[src/rtl/pipe_stage_skid.sv]
// Handshaked pipeline stage register: main entry plus optional skid entry,
// synchronous flush, and saturating stall/bubble counters.
module pipe_stage_skid #(
  parameter int PC_W      = 32,
  parameter int PAYLOAD_W = 96,
  parameter int SKID      = 1,
  parameter int CNT_W     = 16
) (
  input  logic                 clk,
  input  logic                 rst,
  input  logic                 in_valid,
  output logic                 in_ready,
  input  logic [PC_W-1:0]      in_pc,
  input  logic [PAYLOAD_W-1:0] in_payload,
  input  logic                 in_pred,
  input  logic                 flush,
  output logic                 out_valid,
  input  logic                 out_ready,
  output logic [PC_W-1:0]      out_pc,
  output logic [PAYLOAD_W-1:0] out_payload,
  output logic                 out_pred,
  output logic [1:0]           occupancy,
  input  logic                 cnt_clr,
  output logic [CNT_W-1:0]     stall_cnt,
  output logic [CNT_W-1:0]     bubble_cnt
);

  typedef struct packed {
    logic [PC_W-1:0]      pc;
    logic [PAYLOAD_W-1:0] payload;
    logic                 pred;
  } entry_t;

  // Encoding doubles as the occupancy count.
  typedef enum logic [1:0] {EMPTY = 2'd0, ONE = 2'd1, FULL = 2'd2} state_t;

  state_t           state_q, state_d;
  entry_t           main_q, main_d, skid_q, skid_d, in_ent;
  logic [CNT_W-1:0] stall_q, stall_d, bubble_q, bubble_d;
  logic             in_xfer;

  assign in_ent  = '{pc: in_pc, payload: in_payload, pred: in_pred};
  assign in_xfer = in_valid && in_ready;

  // With a skid slot, in_ready depends only on registered state; without it,
  // a full main entry can still accept when downstream drains the same cycle.
  always_comb begin
    if (SKID != 0) in_ready = (state_q != FULL) && !flush;
    else           in_ready = ((state_q == EMPTY) || out_ready) && !flush;
  end

  // Vacated entries are zeroed so bubbles present all-zero data downstream.
  // For SKID=0, in_xfer with out_ready=0 cannot occur in ONE, so FULL is unreachable.
  always_comb begin
    state_d = state_q;
    main_d  = main_q;
    skid_d  = skid_q;
    if (flush) begin
      state_d = EMPTY;
      main_d  = '0;
      skid_d  = '0;
    end else begin
      case (state_q)
        EMPTY: if (in_xfer) begin
          main_d  = in_ent;
          state_d = ONE;
        end
        ONE: begin
          if (out_ready && in_xfer) begin
            main_d = in_ent;
          end else if (out_ready) begin
            main_d  = '0;
            state_d = EMPTY;
          end else if (in_xfer) begin
            skid_d  = in_ent;
            state_d = FULL;
          end
        end
        FULL: if (out_ready) begin
          main_d  = skid_q;
          skid_d  = '0;
          state_d = ONE;
        end
        default: begin
          state_d = EMPTY;
          main_d  = '0;
          skid_d  = '0;
        end
      endcase
    end
  end

  always_comb begin
    stall_d  = stall_q;
    bubble_d = bubble_q;
    if (cnt_clr) begin
      stall_d  = '0;
      bubble_d = '0;
    end else begin
      if (out_valid && !out_ready && (stall_q != '1))  stall_d  = stall_q + CNT_W'(1);
      if (!out_valid && out_ready && (bubble_q != '1)) bubble_d = bubble_q + CNT_W'(1);
    end
  end

  always_ff @(posedge clk or posedge rst) begin
    if (rst) begin
      state_q  <= EMPTY;
      main_q   <= '0;
      skid_q   <= '0;
      stall_q  <= '0;
      bubble_q <= '0;
    end else begin
      state_q  <= state_d;
      main_q   <= main_d;
      skid_q   <= skid_d;
      stall_q  <= stall_d;
      bubble_q <= bubble_d;
    end
  end

  assign out_valid   = (state_q != EMPTY);
  assign out_pc      = main_q.pc;
  assign out_payload = main_q.payload;
  assign out_pred    = main_q.pred;
  assign occupancy   = state_q;
  assign stall_cnt   = stall_q;
  assign bubble_cnt  = bubble_q;

endmodule
[config.mk]
export PLATFORM = sky130hd
export DESIGN_NAME = pipe_stage_skid
export DESIGN_NICKNAME = d
export VERILOG_FILES = /design/src/rtl/pipe_stage_skid.sv
export SDC_FILE = /design/constraint.sdc
export NUM_CORES = 1
export LEC_CHECK = 0
export BUFFER_PORTS_ARGS = -buffer_cell sky130_fd_sc_hd__buf_2
export CAP_MARGIN = 20
export CORE_MARGIN = 5
export CORE_UTILIZATION = 37
export DETAILED_ROUTE_END_ITERATION = 8
export HOLD_SLACK_MARGIN = 0.06
export REMOVE_ABC_BUFFERS = 1
export SLEW_MARGIN = 20
export SYNTH_ARGS = -nofsm -noshare
export SYNTH_HDL_FRONTEND = slang
export SYNTH_SLANG_ARGS = --single-unit
export TNS_END_PERCENT = 30
[constraint.sdc]
create_clock -name clk -period 8.9 [get_ports clk]
set_clock_uncertainty 0.05 [all_clocks]
set_input_delay 0.445 -clock clk [delete_from_list [all_inputs] [get_ports clk]]
set_output_delay 0.445 -clock clk [all_outputs]
set_load 0.05 [all_outputs]
[Word-level counts from Yosys, hierarchy flattened]
Index checks and enable logic that the tools add are counted.
Word-level totals
  bits in read-only memories: 0
  output and inout port bits: 165
  bits in latches: 0
  word-level logic and storage cells: 62
  input port bits: 135
  memories: 0
  bits in writable memories: 0
  bits in registers: 292
Cells by class
  divide/modulo/power cells: 0
  muxes and demuxes: 21
  multiply operators: 0
  shifts and indexed selects: 0
  eq/ne operators: 13
  reductions and logical operators: 17
  add/sub/neg operators: 2
  $lt $le $gt $ge: 0
  bitwise logic cells: 0
Operator list (number)
  $mux 129: 8
  $pmux 129 s3: 2
  $mux 16: 4
  $add 16x1->16 const B: 2
  $ne 16x16->1 const B: 2
  $ne 3x3->1 const B: 5
  $mux 2: 6
  $ne 4x4->1 const B: 2
  $logic_and 1x1->1: 7
  $pmux 2 s3: 1
  $reduce_bool 2->1: 3
  $reduce_and 5->1: 1
  $ne 2x2->1 const B: 2
  $reduce_and 4->1: 1
  $logic_not 1->1: 3
  $reduce_and 3->1: 1
  $eq 2x1->1 const B: 1
  $eq 2x2->1 const B: 1
  $logic_not 2->1: 1

[Depth between registers and ports, before layout]
  word-level depth: 8
  depth in mapped cells: 7
  mapped depth without buffers: 5

[Worst setup path after synthesis]
OpenSTA, ideal clock, no wires.
  path type: register -> output
  start: register state_q[0] (netlist: occupancy[0])
  end: output in_ready
  cell stages (with the launch flop): 7
  slack: 6.198 ns
  data required time: 8.405 ns
  arrival time: 2.207 ns
  buffers on the path: 4
  path through: dfrtp_1 > clkbuf_1 > nor2b_1 > clkbuf_1 > clkbuf_1 > clkbuf_1 > nor2_1
Between the ends
  cells in the longest elaborated chain, start to end: 2
RTL lines
  start: declaration: line 37  | state_t state_q, state_d;
  start signal: assignment: line 113  | state_q <= state_d;
  $ne 2x2->1: line 48  | if (SKID != 0) in_ready = (state_q != FULL) && !flush;
  $logic_and 1x1->1: line 48
  end: declaration: line 12  | output logic in_ready,
No other way between the ends.

[Final worst setup path]
  start: register state_q[1] (netlist: occupancy[1])
  end: register main_q (netlist bit out_pc[9])
Between the ends
  cells in the longest elaborated chain, start to end: 7
  elaborated cells between the ends (all ways): 14
  those cells by class: 6 x eq/ne; 3 x mux; 5 x reduce/logical
RTL lines
  $ne 2x2->1: line 48
  $logic_and 1x1->1: line 48
  $logic_and 1x1->1: line 43  | assign in_xfer = in_valid && in_ready;
  $logic_and 1x1->1: line 69  | if (out_ready && in_xfer) begin
  $mux 129: line 69
  $pmux 129 s3: line 63  | case (state_q)
  $mux 129: line 58  | if (flush) begin
  end signal: assignment: line 114  | main_q <= main_d;
  end: declaration: line 38  | entry_t main_q, main_d, skid_q, skid_d, in_ent;
Several ways; a longest one is shown, not always the timed one.
A chain may end at the register's enable or synchronous reset.

==> impl_metrics.json <==
{
  "yosysTopAreaCell": "dfrtp_1",
  "r2r_cells": 6,
  "path_clk_slew_ns": 0.06,
  "first_pass_iters": 5,
  "synth-seq-cells": 292,
  "wl_per_cell_um": 18.9,
  "clockBufferDepth": 3,
  "p_total_w": 0.00350,
  "hold_buffers": 0,
  "fmax_mhz": 311,
  "critPathArrivalTime_ns": 3.51,
  "ir_drop_v": 0.000165,
  "area_growth_pct": 22.8,
  "setup-violations-final": 0,
  "p_seq_frac": 0.421,
  "synthCells": 1230,
  "synthMostInstantiatedCell": "dfrtp_1",
  "finalCritPeriodShare": 0.361,
  "layout-drive-gt1-share": 0.266,
  "grt_pass1_wl_um": 59600,
  "switching_share": 0.298,
  "yosysTopAreaCellShare": 0.550,
  "layout.nets": 1619,
  "die_area_um2": 39800,
  "die_w_um": 199,
  "grt.total_usage": 0.182,
  "cts_tree": "done",
  "nFillCells": 3311,
  "slew_headroom": 0.272,
  "hpwl_um": 22900,
  "crit_required_ns": 9.19,
  "finalHoldViolCount": 0,
  "finalSetupTns_ns": 0,
  "via_per_inst": 5.31,
  "antenna_found_initial": 3,
  "async_flop_share": 1.00,
  "p_sw_w": 0.00104,
  "insertion_delay_ns": 0.49,
  "ctsResizeCount": 0,
  "status": "finished clean",
  "grt_max_degree": 105,
  "timing.rr.start": "occupancy[1]$_DFFE_PP0P_",
  "p_per_area_nw_per_um2": 214,
  "seq_area_um2": 7310,
  "place.port_buffers": 299,
  "grt_overflow": 0,
  "post-cts-setup-buffers": 0,
  "cts_made_buffers": 35,
  "synth.distinct_cells": 42,
  "worstSetupPathType": "reg2reg",
  "fin_crit_ns": 3.22,
  "htree_levels": 2,
  "rows": 69,
  "syn_avg_cell_area_um2": 10.8,
  "hp-class": "in2async",
  "gp_congestion": 0.833,
  "cap_violations": 0,
  "route.antenna.remaining_nets": 0,
  "comb_power_share": 0.169,
  "internal-power_w": 0.00245,
  "core_um2": 35500,
  "worst_pin_slew_ns": 1.09,
  "rsz0062_at_grt": "no",
  "leakage_nw": 7.70,
  "vias": 10462,
  "r2r_end": "out_pc[9]$_DFFE_PP0P_",
  "synth_common_cells": "292 x dfrtp_1, 147 x nand2_1, 136 x inv_1, 131 x mux2i_1",
  "drt_wl_total_um": 37300,
  "cts_root_buf": "clkbuf_16",
  "end_kind": "flop",
  "drtIter0Drc": 572,
  "pwr-share-clk": 0.410,
  "grt_pass1_vias": 10666,
  "ys_warn_count": 0,
  "rrSetupSlack_ns": 5.68,
  "initial_core_util": 0.374,
  "finalMaxSlewViolations": 0,
  "syn-cell-area_um2": 13300,
  "ys_top_cells_by_area": "dfrtp_1 55%, mux2i_1 9.9%, o2bb2ai_1 8.5%",
  "synth_seq_area_share": 0.550,
  "multi_input_area_um2": 5130,
  "synth_edf_count": 0,
  "die_h_um": 199,
  "clock_sinks": 292,
  "drcViolationCount": 0,
  "synth_flop_cell": "dfrtp_1",
  "crit_fanout": 73,
  "io_pins": 300,
  "critPathLaunchType": "flop"
}
## layout make-up
class / instances / area share
Tap cell: 461 / 0.0354
Sequential cell: 292 / 0.448
Inverter: 136 / 0.0318
Multi-Input combinational cell: 703 / 0.314
Antenna cell: 5 / 0.000767
Clock inverter: 12 / 0.00706
Timing Repair Buffer: 314 / 0.0986
Clock buffer: 48 / 0.0642
## placed cells by master, fill, tap and decap left out, drive strengths merged, types with 14 or more instances in the layout
master	instances
a21oi	25
nor2	23
dfrtp	292
nand2	147
mux2i	131
buf	314
inv	136
a22oi	129
clkbuf	48
o2bb2ai	129
mux2	14
nor2b	15
## power groups by stage
| stage | combinational [W] | sequential, W | clock, W |
|---|---|---|---|
| 3_5_place_dp | 0.000601 | 0.00149 | 0 |
| 2_1_floorplan | 0.000252 | 0.00168 | 0 |
| 6_report | 0.000591 | 0.00147 | 0.00143 |
| 4_1_cts | 0.000601 | 0.00147 | 0.00147 |
| 5_1_grt | 0.000635 | 0.00148 | 0.00153 |
| 3_3_place_gp | 0.000593 | 0.00149 | 0 |
## layer usage
layer  part of all wire  global-route usage  vias up  wire, um
met5            0.00056                   0        -        21
met4              0.018              0.0397        4       688
met3              0.062              0.0406       51      2300
met2               0.46               0.280      270     17000
met1               0.46               0.266     5271     17300
li1                   -                   -     4866         -
## stage by stage
stage	util	hold slack [ns]	cells	area (um^2)	setup WS [ns]
4_1_cts	0.459	0.0691	1966	16300	5.62
6_report	0.460	0.0420	1971	16300	5.68
3_5_place_dp	0.427	0.418	1906	15100	5.66
3_3_place_gp	0.426	0.418	1906	15100	5.76
2_1_floorplan	-	0.447	1131	12900	-0.556
5_1_grt	0.459	0.0957	1966	16300	5.47
## cells by family after synthesis
| group | share of synthesized area |
|---|---|
| buf+inv | 0.0689 |
| mux | 0.111 |
| compound gates | 0.182 |
| fa+ha+maj | 0.00188 |
| simple gates | 0.0861 |
| flops | 0.550 |
## state kept, by name (all words and copies together) (netlist names)
| signal | flops |
|---|---|
| out_payload | 96 |
| bubble_cnt | 16 |
| skid_q | 129 |
| stall_cnt | 16 |
| out_pc | 32 |
| out_pred | 1 |
| occupancy | 2 |
## worst max-delay path: stages (launching register included)
cell	delay, ns
dfrtp_1	0.60
mux2_2	0.40
o22a_1	0.26
o21ai_4	0.13
buf_4	0.55
buf_4	0.75
o2bb2ai_1	0.20
## worst max path at each step
stage                             startpoint                    end  cells past startpoint
detailed placement  occupancy[1]$_DFFE_PP0P_  out_pc[9]$_DFFE_PP0P_                      6
floorplan           occupancy[0]$_DFFE_PP0P_  skid_q[0]$_DFFE_PP0P_                      3
global route        occupancy[1]$_DFFE_PP0P_  out_pc[9]$_DFFE_PP0P_                      6
finish              occupancy[1]$_DFFE_PP0P_  out_pc[9]$_DFFE_PP0P_                      6
CTS                 occupancy[1]$_DFFE_PP0P_  out_pc[9]$_DFFE_PP0P_                      6
global placement    occupancy[1]$_DFFE_PP0P_   out_pred$_DFFE_PP0P_                      6
(Power assumes the default switching activity.)
